==> src/rtl/lc3_ctrl_pkg.sv <==
// Shared LC-3 control encodings: opcodes, datapath mux selects and the
// branch-sequencer state enum.
package lc3_ctrl_pkg;

    localparam logic [3:0] OP_BR  = 4'b0000;
    localparam logic [3:0] OP_JSR = 4'b0100;
    localparam logic [3:0] OP_JMP = 4'b1100;

    localparam logic [1:0] PCMUX_PC_INC = 2'd0;
    localparam logic [1:0] PCMUX_BUS    = 2'd1;
    localparam logic [1:0] PCMUX_ADDER  = 2'd2;

    localparam logic       ADDR1_PC     = 1'b0;
    localparam logic       ADDR1_BASER  = 1'b1;

    localparam logic [1:0] ADDR2_ZERO   = 2'd0;
    localparam logic [1:0] ADDR2_OFF6   = 2'd1;
    localparam logic [1:0] ADDR2_OFF9   = 2'd2;
    localparam logic [1:0] ADDR2_OFF11  = 2'd3;

    localparam logic [1:0] DR_IR11_9    = 2'd0;
    localparam logic [1:0] DR_R7        = 2'd1;
    localparam logic [1:0] DR_IR8_6     = 2'd2;

    typedef enum logic [2:0] {
        ST_IDLE,
        ST_BR_EVAL,
        ST_BR_TEST,
        ST_BR_TAKE,
        ST_JMP_GO,
        ST_JSR_GO,
        ST_BAD
    } br_state_e;

endpackage

==> src/rtl/sat_counter.sv <==
// Up-counter that sticks at all-ones instead of wrapping; synchronous
// active-low clear.
module sat_counter #(
    parameter int W = 16
) (
    input  logic         clk,
    input  logic         rst_n,
    input  logic         inc,
    output logic [W-1:0] q
);

    logic [W-1:0] cnt_q;
    logic [W-1:0] cnt_d;

    always_comb begin
        cnt_d = cnt_q;
        if (inc && (cnt_q != '1)) begin
            cnt_d = cnt_q + 1'b1;
        end
    end

    always_ff @(posedge clk) begin
        if (!rst_n) begin
            cnt_q <= '0;
        end else begin
            cnt_q <= cnt_d;
        end
    end

    assign q = cnt_q;

endmodule

==> src/rtl/lc3_branch_seq.sv <==
// Sequencer for BR / JMP / JSR(R): evaluates BEN, issues the PC and link
// loads for one instruction and returns to the main FSM with a done pulse.
module lc3_branch_seq
    import lc3_ctrl_pkg::*;
#(
    parameter int CNT_W = 16
) (
    input  logic             clk,
    input  logic             rst_n,
    input  logic             start,
    input  logic [3:0]       opcode,
    input  logic             ir11,
    input  logic             ben,
    output logic             busy,
    output logic             done,
    output logic             ld_ben,
    output logic             ld_pc,
    output logic [1:0]       pcmux,
    output logic             addr1mux,
    output logic [1:0]       addr2mux,
    output logic             ld_reg,
    output logic [1:0]       drmux,
    output logic             gate_pc,
    output logic [CNT_W-1:0] taken_cnt,
    output logic [CNT_W-1:0] ntaken_cnt
);

    br_state_e state_q;
    br_state_e state_d;
    logic      ir11_q;
    logic      ir11_d;
    logic      inc_taken;
    logic      inc_ntaken;

    always_ff @(posedge clk) begin
        if (!rst_n) begin
            state_q <= ST_IDLE;
            ir11_q  <= 1'b0;
        end else begin
            state_q <= state_d;
            ir11_q  <= ir11_d;
        end
    end

    always_comb begin
        state_d = state_q;
        ir11_d  = ir11_q;
        case (state_q)
            ST_IDLE: begin
                if (start) begin
                    case (opcode)
                        OP_BR:   state_d = ST_BR_EVAL;
                        OP_JMP:  state_d = ST_JMP_GO;
                        OP_JSR: begin
                            state_d = ST_JSR_GO;
                            ir11_d  = ir11;
                        end
                        default: state_d = ST_BAD;
                    endcase
                end
            end
            ST_BR_EVAL: state_d = ST_BR_TEST;
            ST_BR_TEST: state_d = ben ? ST_BR_TAKE : ST_IDLE;
            default:    state_d = ST_IDLE;
        endcase
    end

    always_comb begin
        done       = 1'b0;
        ld_ben     = 1'b0;
        ld_pc      = 1'b0;
        pcmux      = PCMUX_PC_INC;
        addr1mux   = ADDR1_PC;
        addr2mux   = ADDR2_ZERO;
        ld_reg     = 1'b0;
        drmux      = DR_IR11_9;
        gate_pc    = 1'b0;
        inc_taken  = 1'b0;
        inc_ntaken = 1'b0;
        case (state_q)
            ST_BR_EVAL: ld_ben = 1'b1;
            ST_BR_TEST: begin
                done       = ~ben;
                inc_ntaken = ~ben;
            end
            ST_BR_TAKE: begin
                ld_pc     = 1'b1;
                pcmux     = PCMUX_ADDER;
                addr1mux  = ADDR1_PC;
                addr2mux  = ADDR2_OFF9;
                done      = 1'b1;
                inc_taken = 1'b1;
            end
            ST_JMP_GO: begin
                ld_pc    = 1'b1;
                pcmux    = PCMUX_ADDER;
                addr1mux = ADDR1_BASER;
                addr2mux = ADDR2_ZERO;
                done     = 1'b1;
            end
            ST_JSR_GO: begin
                // Link and jump share one edge; R7 gets the pre-edge PC even for JSRR R7.
                gate_pc  = 1'b1;
                ld_reg   = 1'b1;
                drmux    = DR_R7;
                ld_pc    = 1'b1;
                pcmux    = PCMUX_ADDER;
                addr1mux = ir11_q ? ADDR1_PC : ADDR1_BASER;
                addr2mux = ir11_q ? ADDR2_OFF11 : ADDR2_ZERO;
                done     = 1'b1;
            end
            ST_BAD:  done = 1'b1;
            default: ;
        endcase
    end

    assign busy = (state_q != ST_IDLE);

    sat_counter #(.W(CNT_W)) u_taken_cnt (
        .clk   (clk),
        .rst_n (rst_n),
        .inc   (inc_taken),
        .q     (taken_cnt)
    );

    sat_counter #(.W(CNT_W)) u_ntaken_cnt (
        .clk   (clk),
        .rst_n (rst_n),
        .inc   (inc_ntaken),
        .q     (ntaken_cnt)
    );

endmodule

==> config.mk <==
export PLATFORM = sky130hd
export DESIGN_NAME = lc3_branch_seq
export DESIGN_NICKNAME = d
export VERILOG_FILES = /design/src/rtl/lc3_ctrl_pkg.sv /design/src/rtl/sat_counter.sv /design/src/rtl/lc3_branch_seq.sv
export SDC_FILE = /design/constraint.sdc
export NUM_CORES = 1
export LEC_CHECK = 0
export ABC_CLOCK_PERIOD_IN_PS = 2600
export CAP_MARGIN = 20
export CORE_ASPECT_RATIO = 1.25
export CORE_MARGIN = 2
export CORE_UTILIZATION = 40
export CTS_CLUSTER_DIAMETER = 120
export DETAILED_ROUTE_END_ITERATION = 12
export PLACE_DENSITY = 0.69
export SYNTH_ARGS = -nofsm -noshare
export SYNTH_HDL_FRONTEND = slang
export SYNTH_SLANG_ARGS = --single-unit
==> constraint.sdc <==
create_clock -name clk -period 2.6 [get_ports clk]
set_input_delay 0.39 -clock clk [delete_from_list [all_inputs] [get_ports clk]]
set_output_delay 0.39 -clock clk [all_outputs]
set_load 0.1 [all_outputs]
# After elaboration in Yosys (flattened, before gate mapping)
# Index checks and enable logic that the tools add are counted.
totals:
  wordCells: 42
  output_inout_bits: 45
  inputBits: 9
  reg_bits: 36
op_classes:
  muxes: 16
  eq_ne: 11
  reduce_logical: 8
  add_sub_neg: 2
  bitwise: 1
op_table:
  columns: ["op", "count"]
  rows:
  - ["adder 16 x 1 -> 16 bit (second input constant)", 2]
  - ["!= test 16 bit (second input constant)", 2]
  - ["case mux 3 bit (3 select lines)", 2]
  - ["equality test 3 bit (second input constant)", 3]
  - ["2-to-1 mux 1 bit", 7]
  - ["equality test 3 x 2 -> 1 bit (second input constant)", 2]
  - ["2-to-1 mux 2 bit", 3]
  - ["equality test 4 x 3 -> 1 bit (second input constant)", 1]
  - ["equality test 4 bit (second input constant)", 1]
  - ["logical NOT 4 bit", 1]
  - ["case mux 1 bit (2 select lines)", 2]
  - ["case mux 2 bit (2 select lines)", 1]
  - ["OR reduction 4 bit", 1]
  - ["equality test 3 x 1 -> 1 bit (second input constant)", 1]
  - ["logical NOT 3 bit", 1]
  - ["2-to-1 mux 3 bit", 1]
  - ["AND reduction 3 bit", 1]
  - ["nonzero test 3 bit", 1]
  - ["OR reduction 3 bit", 1]
  - ["logical AND 1 bit", 2]
  - ["!= test 2 bit (second input constant)", 1]
  - ["NOT 1 bit", 1]

# Logic depth before layout (Yosys ltp)
logic_depth:
  depth_word: 4
  mapped_depth: 6
  mapped_depth_nobuf: 6

# By module
# From an unflattened synthesis, not the netlist that was laid out.
unflattened:
  cells_unflattened: 241
  area_unflattened_um2: 2025.7
by_module_without_submodules:
  columns: ["module", "seq_area_each_um2", "instances", "area_per_inst_um2", "cells_each"]
  rows:
  - ["sat_counter", 320.3, 2, 837.1, 97]
  - ["lc3_branch_seq", 80.1, 1, 351.6, 47]

# Least setup slack after synthesis
# OpenSTA, ideal clock, no wires.
synth_path:
  path_type: "register to output"
  startpoint: "reg state_q[0]"
  endpoint: "out addr2mux[1]"
  path_slack_ns: -0.708
  path_buffers: 1
  t_arrival_ns: 2.918
  required_ns: 2.210
  stages_incl_launch_ff: 5
  path_cell_list: "dfxtp_1 -> clkbuf_1 -> and3b_1 -> and2_1 -> or2_2"
synth_between:
  elab_chain_len: 2
synth_lines:
  columns: ["element", "line", "text"]
  rows:
  - ["start: declaration", "lc3_branch_seq.sv:28", "br_state_e state_q;"]
  - ["start signal: assignment", "lc3_branch_seq.sv:40", "state_q <= state_d;"]
  - ["equality test 3 bit / equality test 3 x 2 -> 1 bit (equally long branches)", "lc3_branch_seq.sv:80", "case (state_q)"]
  - ["case mux 2 bit (2 select lines) *", "lc3_branch_seq.sv:80", null]
  - ["end: declaration", "lc3_branch_seq.sv:20", "output logic [1:0] addr2mux,"]
# Mark *: on every way between the ends. The rest lies on a longest branch, timed or not.

# Final worst setup path
layout_path:
  startpoint: "in ben"
  endpoint: "reg u_ntaken_cnt.cnt_q[15] (netlist: u_ntaken_cnt.q[15])"
layout_between:
  elab_chain_len: 3
layout_lines:
  columns: ["element", "line", "text"]
  rows:
  - ["start: declaration", "lc3_branch_seq.sv:13", "input logic ben,"]
  - ["NOT 1 bit", "lc3_branch_seq.sv:84", "inc_ntaken = ~ben;"]
  - ["2-to-1 mux 1 bit", "lc3_branch_seq.sv:80", null]
  - ["logical AND 1 bit", "sat_counter.sv:17", "if (inc && (cnt_q != '1)) begin"]
  - ["end signal: assignment", "sat_counter.sv:26", "cnt_q <= cnt_d;"]
  - ["end: declaration", "sat_counter.sv:12", "logic [W-1:0] cnt_q;"]
# No other way between the ends.
# A chain may end at the register's enable or synchronous reset.

==> run_results.csv <==
group,metric,value,unit
setup_path,r2r_setup_slack,0.56,ns
min_path,min_from,"u_ntaken_cnt.q[1]$_SDFFE_PN0P_",
logic_synthesis,synth.top_cells.by_area,"dfxtp_1, and2_1, xnor2_1",
global_route,grtUsageMet1,20.34,%
cells_and_area,fillers,476,
logic_synthesis,synthCells,224,
cells_and_area,finalNonFillerCells,340,
cells_and_area,final_cell_mix,"buf_4, dfxtp_1, and2_1",
timing,tightest_slew,0.5727,ns
clocking,clock_latency,0.28,ns
cells_and_area,seq_area,723.2,µm²
logic_synthesis,yosysTopAreaCell,"dfxtp_1",
timing,fin_crit_sh,85.54,%
timing,skew,0.005699,ns
setup_path,critical_path_class,"in2reg",
logic_synthesis,yosysTopAreaCellShare,37.75,%
place,dp_hpwl,3141,µm
die,die_y,81.25,µm
cells_and_area,layout-drive-gt1-share,23.57,%
clocking,cts_setup_buffers,0,
timing,report.final.setup_viol,0,
cells_and_area,area_delta_synth_final,30.60,%
cells_and_area,diodes,0,
timing,finalCriticalPeriod,2.224,ns
logic_synthesis,yosysUniqueCellTypes,44,
drt,wl,4168,µm
logic_synthesis,yosys_warnings,0,
timing,hold_ws,0.4880,ns
cells_and_area,final_core_util,53.52,%
timing,max_freq,0.4497,GHz
drt,drc_errors,0,
logic_synthesis,async_flop_share,0,%
pwr,ir_worst_vdd,290.2,µV
logic_synthesis,ys_seq_area_share,37.75,%
place,numPortBuffers,51,
timing,slew_viol_final,0,
drt,vias,1780,
timing,hold_violations,0,
pwr,power.density,447.4,nW/µm²
setup_path,worstPathMaxFanout,6,
place,place_area,2416,µm²
clocking,clock_sinks,36,
logic_synthesis,ys_ff_latch,36,
setup_path,worst_setup_path_start_kind,"input pin",
drt,final_antenna_net_count,0,
setup_path,arrival,2.44,ns
die,core,4659,µm²
timing,rsz0062_at_grt,"false",
global_route,track_usage,17.35,%
cells_and_area,post-route-cell-area,2494,µm²
global_route,grt_pass1_wl,7334,µm
setup_path,r2r-start,"state_q[0]$_SDFFE_PN0P_",
global_route,grt-busiest-layer,"met2",
drt,viasPerCell,5.235,
logic_synthesis,synth_ff_type,"dfxtp_1",
die,placementRows,28,
clocking,cts-root-buf,"clkbuf_8",
place,place.gp.congestion,0.8592,
global_route,grt_antenna_before_repair,0,
logic_synthesis,synth_area_per_cell,8.524,µm²
global_route,grt_start_max_net_pins,31,
drt,firstDrtPassIters,4,
clocking,ctsResizeCount,0,
pwr,power.total,1.116,mW
die,dieArea,5346,µm²
setup_path,startpoint,"ben",
place,place_inst,333,
pwr,p_leak,1.062,nW
clocking,cts_tree,"done",
drt,wire_per_inst,12.26,µm
cells_and_area,multi_input_area,1112,µm²
run_status,outcome,"finished clean",
cells_and_area,final_nets,291,
clocking,htree_levels,2,
timing,maxSlewHeadroom,61.47,%
setup_path,cp.required,2.82,ns
logic_synthesis,synth-edff-count,0,
clocking,cts_made_buffers,5,
logic_synthesis,syn_area,1909,µm²
setup_path,crit_path_end_kind,"flop",
die,die_w,65.80,µm
clocking,cts_buffer_depth,2,
clocking,cts.hold.buffers_added,0,
global_route,overflow,0,
flow_run,maxCapViolCount,0,
global_route,grt_pass1_vias,1673,
drt,drtIter0Drc,55,
global_route,grtUsageMet2,30.20,%
clocking,clkTransAtPathRegs,0.06,ns
die,initial_utilization,40.98,%
cells_and_area,layout_commonest_cell,"buf_4",
global_route,grt_util_met3,4.571,%
min_path,hold_class,"reg2reg",
die,io_pins,54,
-- critical path, cell delays in order --
cell and delay [ns]:
clkdlybuf4s50_1 0.43, or4b_4 0.53, or4_4 0.53, and4bb_1 0.30, xor2_1 0.13, and2_1 0.13
-- per-layer routing --
layer  vias to the layer above  part of all wire, %
li1                        895                    -
met4                         0                  1.6
met3                         6                  5.0
met1                       826                   43
met5                         -                    0
met2                        53                   51
-- synthesized netlist by cell type, types with 2 or more instances --
master	count
clkbuf_1	7
o211ai_1	4
mux2i_1	4
inv_1	6
and3_1	4
a21boi_0	2
nor3_1	11
o21ai_0	10
a21oi_1	3
nand2_1	18
nand4_1	7
xor2_1	11
nor2_1	10
xnor2_1	11
nor4b_1	3
nand3_1	12
dfxtp_1	36
and2_1	23
nand2b_1	4
nor3b_1	2
nor4_1	2
o2111ai_1	2
nor2b_1	2
ha_1	2
buf_4	5
or3_1	5
-- power breakdown --
part           internal [mW]  total (mW)  leakage, nW  switching, mW
logic                 0.0534       0.191        0.730          0.137
clock network          0.182       0.364       0.0410          0.182
registers              0.557       0.561        0.291        0.00374
total                  0.792        1.12         1.06          0.323
-- cells by family (layout without fill, tap and decap cells) --
| logic type | after synthesis | in the layout | share of synthesized area [%] |
|---|---|---|---|
| other | 1 | 2 | 0.1964 |
| XOR/XNOR | 22 | 22 | 10.09 |
| AO/OA/AOI/OAI | 28 | 28 | 9.699 |
| flip-flops | 36 | 36 | 37.75 |
| buffers and inverters | 18 | 73 | 4.522 |
| adder cells (fa/ha/maj) | 2 | 2 | 1.310 |
| multiplexers | 4 | 4 | 2.097 |
| AND/OR/NAND/NOR | 113 | 113 | 34.34 |
-- final cells by class --
cell class | count | share of cell area [%]
Sequential cell | 36 | 29.00
Clock inverter | 1 | 0.2007
Clock buffer | 6 | 2.910
Tap cell | 60 | 3.011
Inverter | 6 | 0.9032
Multi-Input combinational cell | 171 | 44.61
Timing Repair Buffer | 60 | 19.37
-- sequential cells by signal, summed over array words and instances, names as in the netlist --
| register | count |
|---|---|
| u_ntaken_cnt.q | 16 |
| u_taken_cnt.q | 16 |
| state_q | 3 |
| ir11_q | 1 |
-- stage by stage --
step	setup TNS, ns	setup WS (ns)
after floorplan	-0.4276	-0.4276
after global placement	0	0.1022
after detailed placement	0	0.07662
after CTS	0	0.3776
after global routing	0	0.2393
final	0	0.3761
-- worst paths after layout --
kind                                     end  cells past startpoint
max          u_ntaken_cnt.q[15]$_SDFFE_PN0P_                      6
min           u_ntaken_cnt.q[1]$_SDFFE_PN0P_                      2
max reg2reg  u_ntaken_cnt.q[15]$_SDFFE_PN0P_                      5
min reg2reg   u_ntaken_cnt.q[1]$_SDFFE_PN0P_                      2
Power figures use the tool's default switching activity.
